### src/rtl/shift_pkg.sv
// Shared encodings for the multicycle shift unit: op codes, amount sources and FSM states.
package shift_pkg;

    typedef enum logic [1:0] {
        OP_SLL = 2'b00,
        OP_SRL = 2'b01,
        OP_SRA = 2'b10,
        OP_ROR = 2'b11
    } shift_op_t;

    typedef enum logic [1:0] {
        AMT_SHAMT = 2'b00,
        AMT_REG   = 2'b01,
        AMT_16    = 2'b10,
        AMT_ZERO  = 2'b11
    } amt_sel_t;

    typedef enum logic [1:0] {
        IDLE  = 2'b00,
        SHIFT = 2'b01,
        DONE  = 2'b10
    } state_t;

    localparam int CONST_AMT_16 = 16;

endpackage

### src/rtl/shift_amt_mux.sv
// Combinational 4:1 shift-amount select; every source is brought to AMT_W bits.
module shift_amt_mux
    import shift_pkg::*;
#(
    parameter  int WIDTH = 32,
    localparam int AMT_W = $clog2(WIDTH)
) (
    input  logic [1:0]       amt_sel,
    input  logic [AMT_W-1:0] shamt_field,
    input  logic [WIDTH-1:0] amt_reg,
    output logic [AMT_W-1:0] amt
);

    // Upper register bits are dropped on purpose (sllv-style modulo amount).
    logic unused_amt_reg_hi;
    assign unused_amt_reg_hi = ^amt_reg[WIDTH-1:AMT_W];

    always_comb begin
        amt = '0;
        case (amt_sel_t'(amt_sel))
            AMT_SHAMT: amt = shamt_field;
            AMT_REG:   amt = amt_reg[AMT_W-1:0];
            AMT_16:    amt = AMT_W'(CONST_AMT_16);
            AMT_ZERO:  amt = '0;
            default:   amt = '0;
        endcase
    end

endmodule

### src/rtl/shift_unit_seq.sv
// Multicycle shifter: captures operand/op/amount on start, shifts STEP bits per cycle.
// Optional rotate-right for op=11 when SHIFT_UNIT_ROTATE_EN is defined.
module shift_unit_seq
    import shift_pkg::*;
#(
    parameter  int WIDTH = 32,
    parameter  int STEP  = 1,
    localparam int AMT_W = $clog2(WIDTH)
) (
    input  logic             clk,
    input  logic             reset,
    input  logic             start,
    input  logic [1:0]       op,
    input  logic [1:0]       amt_sel,
    input  logic [AMT_W-1:0] shamt_field,
    input  logic [WIDTH-1:0] amt_reg,
    input  logic [WIDTH-1:0] data_in,
    output logic             busy,
    output logic             done,
    output logic [WIDTH-1:0] result
);

    state_t           state;
    shift_op_t        op_q;
    logic [AMT_W-1:0] remaining;
    logic [AMT_W-1:0] amt_mux;
    logic [AMT_W-1:0] amt_eff;
    logic [AMT_W-1:0] stp;
    logic [WIDTH-1:0] work;
    logic [WIDTH-1:0] shifted;

    shift_amt_mux #(.WIDTH(WIDTH)) u_amt_mux (
        .amt_sel     (amt_sel),
        .shamt_field (shamt_field),
        .amt_reg     (amt_reg),
        .amt         (amt_mux)
    );

`ifdef SHIFT_UNIT_ROTATE_EN
    assign amt_eff = amt_mux;
`else
    // Without rotate, op=11 degenerates to a zero-length pass-through.
    assign amt_eff = (shift_op_t'(op) == OP_ROR) ? '0 : amt_mux;
`endif

    assign stp = (remaining < AMT_W'(STEP)) ? remaining : AMT_W'(STEP);

`ifdef SHIFT_UNIT_ROTATE_EN
    logic [2*WIDTH-1:0] dbl;
    assign dbl = {work, work} >> stp;
`endif

    always_comb begin
        shifted = work;
        case (op_q)
            OP_SLL:  shifted = work << stp;
            OP_SRL:  shifted = work >> stp;
            OP_SRA:  shifted = WIDTH'($signed(work) >>> stp);
`ifdef SHIFT_UNIT_ROTATE_EN
            OP_ROR:  shifted = dbl[WIDTH-1:0];
`endif
            default: shifted = work;
        endcase
    end

    always_ff @(posedge clk) begin
        if (reset) begin
            state     <= IDLE;
            op_q      <= OP_SLL;
            remaining <= '0;
            work      <= '0;
            busy      <= 1'b0;
            done      <= 1'b0;
            result    <= '0;
        end else begin
            case (state)
                IDLE: begin
                    done <= 1'b0;
                    // A start that lines up with the trailing done pulse is dropped.
                    if (start && !done) begin
                        work      <= data_in;
                        op_q      <= shift_op_t'(op);
                        remaining <= amt_eff;
                        if (amt_eff == '0) begin
                            state <= DONE;
                        end else begin
                            state <= SHIFT;
                            busy  <= 1'b1;
                        end
                    end
                end
                SHIFT: begin
                    work      <= shifted;
                    remaining <= remaining - stp;
                    if (remaining == stp) begin
                        state <= DONE;
                        busy  <= 1'b0;
                    end
                end
                DONE: begin
                    result <= work;
                    done   <= 1'b1;
                    state  <= IDLE;
                end
                default: begin
                    state <= IDLE;
                    busy  <= 1'b0;
                    done  <= 1'b0;
                end
            endcase
        end
    end

endmodule
### config.mk
export PLATFORM = sky130hd
export DESIGN_NAME = shift_unit_seq
export DESIGN_NICKNAME = d
export VERILOG_FILES = /design/src/rtl/shift_pkg.sv /design/src/rtl/shift_amt_mux.sv /design/src/rtl/shift_unit_seq.sv
export SDC_FILE = /design/constraint.sdc
export NUM_CORES = 1
export LEC_CHECK = 0
export CAP_MARGIN = 10
export CORE_ASPECT_RATIO = 0.6
export CORE_MARGIN = 8
export CORE_UTILIZATION = 48
export CTS_CLUSTER_DIAMETER = 120
export DETAILED_ROUTE_END_ITERATION = 12
export GPL_TIMING_DRIVEN = 0
export HOLD_SLACK_MARGIN = 0.02
export PLACE_DENSITY_LB_ADDON = 0.2
export SYNTH_ARGS = -nofsm -noshare
export SYNTH_HDL_FRONTEND = slang
export SYNTH_SLANG_ARGS = --single-unit
export TNS_END_PERCENT = 100
### constraint.sdc
create_clock -name clk -period 2.7 [get_ports clk]
set_clock_uncertainty 0.15 [all_clocks]
set_input_delay 0.54 -clock clk [delete_from_list [all_inputs] [get_ports clk]]
set_output_delay 0.54 -clock clk [all_outputs]
set_load 0.01 [all_outputs]
==> results of run 1 <==
==> area by class of cell <==
type / instances / area, µm² / area share
inverter: 4 / 15.01 / 0.002978
clock buffer: 12 / 256.5 / 0.05088
sequential: 75 / 1501 / 0.2978
multi-input combinational: 373 / 2092 / 0.4150
tap: 108 / 135.1 / 0.02681
buffer: 37 / 167.7 / 0.03326
timing repair buffer: 80 / 800.8 / 0.1588
clock inverter: 4 / 72.57 / 0.01440
==> cell usage in the layout, fill, tap and decap left out, types with 6 or more instances in the layout <==
| cell type | Yosys | final |
|---|---|---|
| a21oi_1 | 58 | 58 |
| nor3_1 | 15 | 15 |
| clkdlybuf4s50_1 | 0 | 80 |
| o211ai_1 | 6 | 6 |
| buf_2 | 11 | 11 |
| nor4_1 | 12 | 12 |
| nand2_1 | 112 | 112 |
| mux2i_1 | 27 | 27 |
| nand3_1 | 7 | 7 |
| nand2b_1 | 8 | 8 |
| dfxtp_1 | 75 | 75 |
| clkbuf_16 | 0 | 9 |
| nor2_1 | 56 | 56 |
| a221oi_1 | 15 | 15 |
| clkbuf_1 | 18 | 19 |
| a311oi_1 | 10 | 10 |
==> cells in the mapped netlist (all sizes together) (3+ instances only) <==
cell	n	area share
or3	3	0.0063
o211ai	6	0.012
nand3	7	0.0093
ha	4	0.013
a21oi	61	0.084
buf	19	0.027
nor2	58	0.063
o21ai	4	0.0053
a221oi	15	0.035
nor4	12	0.020
nand2b	8	0.013
dfxtp	75	0.40
a21o	5	0.0099
nand2	112	0.11
clkbuf	18	0.018
mux2i	27	0.072
a211oi	4	0.011
nor3	16	0.023
a311oi	10	0.023
or2	3	0.0050
inv	4	0.0040
==> final timing paths <==
kind,startpoint,end,slack [ns],cells after the start
max,start,work[1],0.27,7
min,result[14],result[14],0.30,2
max reg2reg,op_q[0],work[30],0.40,9
min reg2reg,result[14],result[14],0.30,2
==> power groups by stage <==
stage / Clock [mW] / Sequential (mW) / Combinational [mW]
after floorplan: 0 / 1.48 / 1.15
after global placement: 0 / 1.52 / 1.58
after detailed placement: 0 / 1.53 / 1.62
after CTS: 1.33 / 1.51 / 1.64
after global routing: 1.37 / 1.54 / 1.82
final: 1.32 / 1.52 / 1.67
==> flip-flops by register name (all words and copies together), names as in the netlist <==
| signal | count |
|---|---|
| op_q | 2 |
| remaining | 5 |
| done | 1 |
| busy | 1 |
| work | 32 |
| state | 2 |
| result | 32 |
==> metrics by stage <==
step	util	power (mW)
global placement	0.6074	3.106
finish	0.6498	4.508
floorplan	-	2.634
detailed placement	0.6074	3.154
global route	0.6498	4.734
CTS	0.6498	4.476
==> cells by family (layout without fill, tap and decap cells) <==
family,count (synthesis),in the layout
AO/OA/AOI/OAI,116,116
AND/OR/NAND/NOR,224,224
multiplexers,29,29
buffers and inverters,41,137
adder cells (fa/ha/maj),4,4
flip-flops,75,75
==> worst max-delay path, delay by kind of cell <==
kind            cells  cell delay, ns
simple gates        3            0.50
buf+inv             2            0.77
compound gates      2            0.72
==> routing by layer <==
metal  share of wire  global-route usage
met1            0.47              0.2904
met2            0.42              0.3102
met3           0.088             0.06515
met4           0.012             0.06943
met5               0                   0
==> impl_metrics.env, run 1 <==
export IMPL_ctsHtreeMaxLevel=3
export IMPL_grt_setup_unrepaired="no"
export IMPL_critPathRequiredTime_ns=2.81
export IMPL_startpoint_type="input pin"
export IMPL_cp_end_kind="register"
export IMPL_synthSimpleGateAreaFrac=0.2594
export IMPL_clkSinkCount=75
export IMPL_switchingPower_mw=1.695
export IMPL_async_flop_share=0
export IMPL_start_util=0.4868
export IMPL_holdBufCountCts=0
export IMPL_synth_mux_area_frac=0.07753
export IMPL_holdWs_ns=0.3021
export IMPL_grt_pass1_vias=3642
export IMPL_cts_resized=0
export IMPL_syn_area_per_cell_um2=7.722
export IMPL_drive_gt1_frac=0.07009
export IMPL_worst_pin_slew_ns=0.6519
export IMPL_ys_warn_count=0
export IMPL_die_y_um=84.71
export IMPL_path_cells="clkdlybuf4s50_1 -> nor2b_1 -> o21bai_2 -> a21oi_2 -> buf_2 -> nor2_1 -> nor3_1"
export IMPL_pwr_share_seq=0.337
export IMPL_synth_seq_cells=75
export IMPL_synthCells=489
export IMPL_vias=3929
export IMPL_syn_nets=569
export IMPL_wl_mm=11.93
export IMPL_swShare=0.3759
export IMPL_drcViolationCount=0
export IMPL_drtIter0Drc=356
export IMPL_critical_path_max_stage_delay_ns=0.48
export IMPL_p_leak_nw=1.815
export IMPL_grt_max_degree=13
export IMPL_gp_congestion=0.9314
export IMPL_clock_path_buffers=2
export IMPL_antenna_left=0
export IMPL_post_route_min_period_ns=2.432
export IMPL_cts_setup_buffers=0
export IMPL_fillCellCount=742
export IMPL_antenna_cells=0
export IMPL_synth_compound_area_frac=0.2038
export IMPL_min_path_type="reg2reg"
export IMPL_syn2layout_area_growth_pct=33.50
export IMPL_finalCritPeriodShare=0.9009
export IMPL_seq_area_frac_synth=0.3976
export IMPL_placed_cell_area_um2=4712
export IMPL_coreArea_um2=7757
export IMPL_setup_viol=0
export IMPL_firstDrtPassIters=5
export IMPL_grt_usage=0.2130
export IMPL_max_clock_freq_ghz=0.4111
export IMPL_synthAdderAreaFrac=0.01325
export IMPL_synth_flop_cell="dfxtp_1"
export IMPL_slew_headroom=0.5654
export IMPL_cts_tree="done"
export IMPL_wl_per_cell_um=17.21
export IMPL_critPathMaxFanout=10
export IMPL_numCtsBuffers=9
export IMPL_die_area_um2=11050
export IMPL_maxSlewViolCount=0
export IMPL_cap_violations=0
export IMPL_cp_data_arrival_time_ns=2.54
export IMPL_port_buffers=80
export IMPL_status="complete, no violations"
export IMPL_grt_pass1_wl_mm=18.49
export IMPL_synth_edff_count=0
export IMPL_clockRootBuffer="clkbuf_16"
export IMPL_final_cell_area_um2=5041
export IMPL_irDropWorstVdd_uv=352.8
export IMPL_p_int_mw=2.814
export IMPL_clockPowerShare=0.293
export IMPL_die_w_um=130.5
export IMPL_dp_hpwl_mm=8.779
export IMPL_ys_types=49
export IMPL_slowest_stage="a21oi_2"
export IMPL_clock_latency_ns=0.34
export IMPL_final_hold_violation_count=0
export IMPL_dp_slack_ns=-0.03074
export IMPL_synth_area_um2=3776
export IMPL_antenna_found_initial=0
export IMPL_path_class="in2reg"
export IMPL_power_frac_comb=0.370
export IMPL_fin_tns_setup_ns=0
export IMPL_synth_top_family_by_area="simple AND/OR/NAND/NOR gates"
export IMPL_clk_pin_slew_worst_paths_ns=0.06
export IMPL_fin_cells=693
export IMPL_yosys_area_share_xor_xnor=0
export IMPL_setup_ws_ns=0.2675
export IMPL_placed_cells=677
export IMPL_core_rowCount=25
export IMPL_grt_overflow_total=0
export IMPL_power_density_nw_per_um2=894.3
export IMPL_num_io_pins=110
export IMPL_fin_nets=660
export IMPL_via_per_inst=5.670
No activity file was read; power rests on OpenSTA's default activity.
==> run 2: changes to the inputs <==
--- a/config.mk
+++ b/config.mk
@@ -6,9 +6,11 @@
 export NUM_CORES = 1
 export LEC_CHECK = 0
 export CAP_MARGIN = 10
+export CELL_PAD_IN_SITES_DETAIL_PLACEMENT = 1
+export CELL_PAD_IN_SITES_GLOBAL_PLACEMENT = 1
 export CORE_ASPECT_RATIO = 0.6
 export CORE_MARGIN = 8
-export CORE_UTILIZATION = 48
+export CORE_UTILIZATION = 34
 export CTS_CLUSTER_DIAMETER = 120
 export DETAILED_ROUTE_END_ITERATION = 12
 export GPL_TIMING_DRIVEN = 0
==> run 2 against run 1 <==
Against the previous run: utilization decreased by 17 points; worst hold slack improved by 0.0042 ns; combinational power increased by 4%; sequential cell count unchanged; final area increased by 1.7%; largest power group unchanged.
==> impl_metrics.env, run 2 (synthesis results as in run 1) <==
export IMPL_status="complete, no violations"
export IMPL_antenna_left=0
export IMPL_critical_path_buf_inv_count=2
export IMPL_irDropWorstVdd_uv=430.2
export IMPL_die_w_um=152.1
export IMPL_maxSlewViolCount=0
export IMPL_multi_input_area_um2=2092
export IMPL_clk_pin_slew_worst_paths_ns=0.06
export IMPL_coreArea_um2=10700
export IMPL_grt_pass1_vias=4160
export IMPL_wl_mm=14.03
export IMPL_clock_path_buffers=2
export IMPL_holdBufCountCts=0
export IMPL_path_class="in2reg"
export IMPL_die_y_um=97.63
export IMPL_top_regs="result (32), work (32), remaining (5)"
export IMPL_crit_family="buffers and inverters"
export IMPL_r2r_setup_slack_ns=0.34
export IMPL_holdWs_ns=0.3063
export IMPL_cts_tree="done"
export IMPL_clockPowerShare=0.316
export IMPL_setup_viol=0
export IMPL_gp_congestion=0.8480
export IMPL_critical_path_max_stage_delay_ns=0.46
export IMPL_r2r_start="op_q[0]"
export IMPL_ctsHtreeMaxLevel=3
export IMPL_drive_gt1_frac=0.07179
export IMPL_holdPathEnd="result[31]"
export IMPL_fillCellCount=1304
export IMPL_regArea_um2=1501
export IMPL_die_area_um2=14840
export IMPL_slew_headroom=0.5672
export IMPL_rr_endpoint="work[12]"
export IMPL_cts_setup_buffers=0
export IMPL_grt_max_degree=14
export IMPL_swShare=0.3762
export IMPL_final_hold_violation_count=0
export IMPL_via_per_inst=5.460
export IMPL_numCtsBuffers=9
export IMPL_critPathMaxFanout=10
export IMPL_fin_nets=660
export IMPL_slowest_stage="a21oi_2"
export IMPL_cp_data_arrival_time_ns=2.61
export IMPL_p_leak_nw=1.835
export IMPL_clkSinkCount=75
export IMPL_power_frac_comb=0.364
export IMPL_drtIter0Drc=262
export IMPL_pwr_share_seq=0.321
export IMPL_layout_common_cells="nand2_1 (112), clkdlybuf4s50_1 (80), dfxtp_1 (75)"
export IMPL_port_buffers=80
export IMPL_p_int_mw=2.979
export IMPL_post_route_min_period_ns=2.507
export IMPL_utilization=0.4789
export IMPL_num_io_pins=110
export IMPL_finalCritPeriodShare=0.9286
export IMPL_core_rowCount=29
export IMPL_final_common_cell="nand2_1"
export IMPL_hp_start="result[31]"
export IMPL_grt_overflow_total=0
export IMPL_power_density_nw_per_um2=931.8
export IMPL_firstDrtPassIters=4
export IMPL_vias=3953
export IMPL_syn2layout_area_growth_pct=35.75
export IMPL_startpoint_type="input pin"
export IMPL_grt_setup_unrepaired="no"
export IMPL_whs_path_depth=2
export IMPL_switchingPower_mw=1.797
export IMPL_cts_resized=0
export IMPL_path_cells="clkdlybuf4s50_1 -> nor2b_1 -> o21bai_2 -> a21oi_2 -> buf_2 -> nor2_1 -> nor3_1"
export IMPL_max_clock_freq_ghz=0.3989
export IMPL_drcViolationCount=0
export IMPL_r2r_cells=9
export IMPL_antenna_found_initial=0
export IMPL_critPathRequiredTime_ns=2.80
export IMPL_grt_pass1_wl_mm=22.43
export IMPL_clock_latency_ns=0.34
export IMPL_worst_pin_slew_ns=0.6493
export IMPL_cap_violations=0
export IMPL_antenna_cells=0
export IMPL_wl_per_cell_um=19.37
export IMPL_dp_hpwl_mm=10.33
export IMPL_grt_usage=0.1871
export IMPL_clockRootBuffer="clkbuf_16"
export IMPL_fin_tns_setup_ns=0
export IMPL_cp_end_kind="register"
export IMPL_start_util=0.3528
export IMPL_min_path_type="reg2reg"
run 2: worst max-delay path by stage:
stage | startpoint | endpoint | depth (start not counted)
3_5_place_dp | start | work[12] | 7
3_3_place_gp | start | work[9] | 7
2_1_floorplan | remaining[2] | remaining[4] | 7
4_1_cts | start | work[12] | 7
6_report | start | work[12] | 7
5_1_grt | start | work[12] | 7
run 2: layout make-up:
class | instances | share of cell area
well taps | 139 | 0.03393
multi-input cells | 373 | 0.4081
clock inverters | 6 | 0.02660
repair buffers | 80 | 0.1562
clock buffers | 10 | 0.04662
inverters | 4 | 0.002929
plain buffers | 37 | 0.03271
flip-flops and latches | 75 | 0.2929
run 2: per-layer routing:
metal / part of all wire / global-route usage / up-vias
li1: - / - / 1892
met4: 0.0076 / 0.04125 / 0
met3: 0.064 / 0.04973 / 9
met1: 0.50 / 0.2504 / 1939
met5: 0 / 0 / -
met2: 0.43 / 0.2944 / 113
run 2: worst reg2reg max path, stage by stage, from the launching register on:
cell and delay [ns]:
dfxtp_1 0.36, inv_1 0.08, ha_1 0.23, or2_1 0.24, buf_2 0.18, nor2_2 0.20
a21o_1 0.24, buf_2 0.26, a221oi_1 0.10, nor3_1 0.25
run 2: metrics by stage:
| stage | cells | worst slack [ns] | power [mW] | area (µm²) |
|---|---|---|---|---|
| 4_1_cts | 724 | 0.2171 | 4.762 | 5126 |
| 3_3_place_gp | 708 | -0.02462 | 3.162 | 4751 |
| 3_5_place_dp | 708 | -0.08117 | 3.232 | 4751 |
| 5_1_grt | 724 | 0.04474 | 5.041 | 5126 |
| 2_1_floorplan | 489 | 0.7083 | 2.634 | 3776 |
| 6_report | 724 | 0.1929 | 4.776 | 5126 |
run 2: power by group through the flow:
stage / clock (mW) / sequential (mW) / combinational [mW]
finish: 1.51 / 1.53 / 1.74
global route: 1.58 / 1.55 / 1.90
detailed placement: 0 / 1.54 / 1.69
CTS: 1.52 / 1.52 / 1.72
global placement: 0 / 1.53 / 1.63
floorplan: 0 / 1.48 / 1.15
==> run 3: changes to the inputs <==
--- a/config.mk
+++ b/config.mk
@@ -10,12 +10,13 @@
 export CELL_PAD_IN_SITES_GLOBAL_PLACEMENT = 1
 export CORE_ASPECT_RATIO = 0.6
 export CORE_MARGIN = 8
-export CORE_UTILIZATION = 34
+export CORE_UTILIZATION = 30
 export CTS_CLUSTER_DIAMETER = 120
 export DETAILED_ROUTE_END_ITERATION = 12
 export GPL_TIMING_DRIVEN = 0
 export HOLD_SLACK_MARGIN = 0.02
 export PLACE_DENSITY_LB_ADDON = 0.2
+export SETUP_SLACK_MARGIN = 0.5
 export SYNTH_ARGS = -nofsm -noshare
 export SYNTH_HDL_FRONTEND = slang
 export SYNTH_SLANG_ARGS = --single-unit
==> run 3 against run 2 <==
Against the previous run: highest routed layer unchanged; sequential cell count stayed put; utilization is 5.1 points lower; critical path depth stayed put; final cell count is 4.1% higher; worst setup slack better by 0.39 ns; first-iteration DRC count is 7.6% lower; largest power group unchanged; total power is 4.4% lower; non-clock buffer count is 4 higher; sequential power hardly changed; global-route usage is 1.8 points lower; sequential share of layout area is 0.35 points lower; clock-buffer cell count is 1 higher.
==> impl_metrics.env, run 3 (synthesis results as in run 1) <==
export IMPL_irDropWorstVdd_uv=361.6
export IMPL_power_density_nw_per_um2=876.1
export IMPL_max_clock_freq_ghz=0.4718
export IMPL_dp_hpwl_mm=10.44
export IMPL_antenna_found_initial=0
export IMPL_path_cells="clkdlybuf4s50_1 -> nor2b_4 -> o21bai_4 -> a21o_1 -> buf_4 -> a221oi_1 -> a211oi_2"
export IMPL_antenna_left=0
export IMPL_wl_mm=14.01
export IMPL_grt_overflow_total=0
export IMPL_ctsHtreeMaxLevel=3
export IMPL_setup_viol=0
export IMPL_clkSinkCount=75
export IMPL_holdWs_ns=0.3029
export IMPL_drcViolationCount=0
export IMPL_grt_max_degree=13
export IMPL_p_leak_nw=1.854
export IMPL_swShare=0.3933
export IMPL_rr_endpoint="work[11]"
export IMPL_fillCellCount=1504
export IMPL_vias=3971
export IMPL_grt_setup_unrepaired="yes"
export IMPL_min_path_type="reg2reg"
export IMPL_die_w_um=160.8
export IMPL_pwr_share_seq=0.335
export IMPL_finalCritPeriodShare=0.7850
export IMPL_p_int_mw=2.769
export IMPL_cp_end_kind="register"
export IMPL_whs_path_depth=2
export IMPL_r2r_start="op_q[0]"
export IMPL_core_rowCount=31
export IMPL_cap_violations=0
export IMPL_cts_tree="done"
export IMPL_gp_congestion=0.8516
export IMPL_power_frac_comb=0.399
export IMPL_syn2layout_area_growth_pct=37.97
export IMPL_numCtsBuffers=9
export IMPL_via_per_inst=5.267
export IMPL_final_cell_area_um2=5210
export IMPL_top_regs="result (32), work (32), remaining (5)"
export IMPL_firstDrtPassIters=5
export IMPL_wl_per_cell_um=18.58
export IMPL_r2r_setup_slack_ns=0.58
export IMPL_fin_nets=664
export IMPL_dp_slack_ns=-0.1247
export IMPL_port_buffers=80
export IMPL_grt_pass1_wl_mm=21.99
export IMPL_path_class="in2reg"
export IMPL_num_io_pins=110
export IMPL_grt_usage=0.1689
export IMPL_drtIter0Drc=242
export IMPL_final_common_cell="nand2_1"
export IMPL_cp_data_arrival_time_ns=2.15
export IMPL_grt_pass1_vias=4138
export IMPL_status="complete, no violations"
export IMPL_critPathRequiredTime_ns=2.73
export IMPL_switchingPower_mw=1.795
export IMPL_critPathMaxFanout=10
export IMPL_r2r_cells=9
export IMPL_worst_pin_slew_ns=0.6737
export IMPL_slew_headroom=0.5509
export IMPL_coreArea_um2=12180
export IMPL_hp_start="result[25]"
export IMPL_clock_latency_ns=0.33
export IMPL_clk_pin_slew_worst_paths_ns=0.06
export IMPL_layout_common_cells="nand2_1 (111), clkdlybuf4s50_1 (80), dfxtp_1 (70)"
export IMPL_final_hold_violation_count=0
export IMPL_maxSlewViolCount=0
export IMPL_die_y_um=102.9
export IMPL_placed_cell_area_um2=4783
export IMPL_drive_gt1_frac=0.09677
export IMPL_holdBufCountCts=0
export IMPL_startpoint_type="input pin"
export IMPL_start_util=0.3100
export IMPL_post_route_min_period_ns=2.119
export IMPL_holdPathEnd="result[25]"
export IMPL_clock_path_buffers=2
export IMPL_clockRootBuffer="clkbuf_16"
export IMPL_die_area_um2=16550
export IMPL_critical_path_max_stage_delay_ns=0.46
export IMPL_slowest_stage="clkdlybuf4s50_1"
export IMPL_antenna_cells=0
export IMPL_clockPowerShare=0.265
export IMPL_setup_ws_ns=0.5806
## run 3: cell count changes in the layout (fill, tap and decap cells not counted), moves of 3 or more
cell,delta
a21oi_2,-3
a21oi_4,+3
buf_2,-6
buf_4,+3
buf_6,+4
bufinv_16,-3
clkbuf_4,+5
clkinv_2,+3
dfxtp_1,-5
dfxtp_2,+5
## run 3: final cells by class
type / count / area, µm² / area share
buffer: 37 / 206.4 / 0.03963
sequential: 75 / 1508 / 0.2894
clock buffer: 11 / 242.7 / 0.04659
inverter: 4 / 15.01 / 0.002882
multi-input combinational: 373 / 2148 / 0.4123
timing repair buffer: 84 / 830.8 / 0.1595
tap: 165 / 206.4 / 0.03963
clock inverter: 5 / 52.55 / 0.01009
## run 3: worst max-delay path: cells and delay by family
kind	cells	cell delay, ns
compound gates	4	0.79
simple gates	1	0.21
buf+inv	2	0.61
## run 3: worst max-delay path by stage
stage | from | to | slack (ns) | cells after the start
finish | start | work[18] | 0.58 | 7
global route | op_q[0] | work[0] | 0.48 | 9
CTS | op_q[1] | work[14] | 0.48 | 8
detailed placement | start | work[11] | -0.12 | 7
global placement | start | work[9] | -0.05 | 7
floorplan | remaining[2] | remaining[4] | 0.71 | 7
## run 3: routing by layer
| metal | global-route usage | vias to the layer above | wire length (µm) |
|---|---|---|---|
| met5 | 0 | - | 0 |
| met2 | 0.2519 | 107 | 5867 |
| met4 | 0.04529 | 0 | 170 |
| met1 | 0.2365 | 1945 | 7151 |
| met3 | 0.04386 | 10 | 821 |
| li1 | - | 1909 | - |
## run 3: repair_timing
item | in CTS | in global routing
pin swaps | 0 | 4
resized for setup | 12 | 22
setup buffers | 1 | 3
endpoints found under the setup margin | 31 | 31
## run 3: power groups by stage
| stage | clock network (mW) | registers, mW | logic (mW) |
|---|---|---|---|
| 2_1_floorplan | 0 | 1.48 | 1.15 |
| 3_3_place_gp | 0 | 1.54 | 1.64 |
| 3_5_place_dp | 0 | 1.54 | 1.68 |
| 4_1_cts | 1.23 | 1.52 | 1.74 |
| 5_1_grt | 1.27 | 1.56 | 2.00 |
| 6_report | 1.21 | 1.53 | 1.82 |
## run 3: stage by stage
stage                     utilization  instances  total power, mW  setup TNS, ns
after global routing           0.4278        754            4.836              0
after global placement         0.3927        734            3.172        -0.3534
after floorplan                     -        489            2.634              0
after detailed placement       0.3927        734            3.225        -0.9356
after CTS                      0.4216        751            4.497              0
final                          0.4278        754            4.564              0
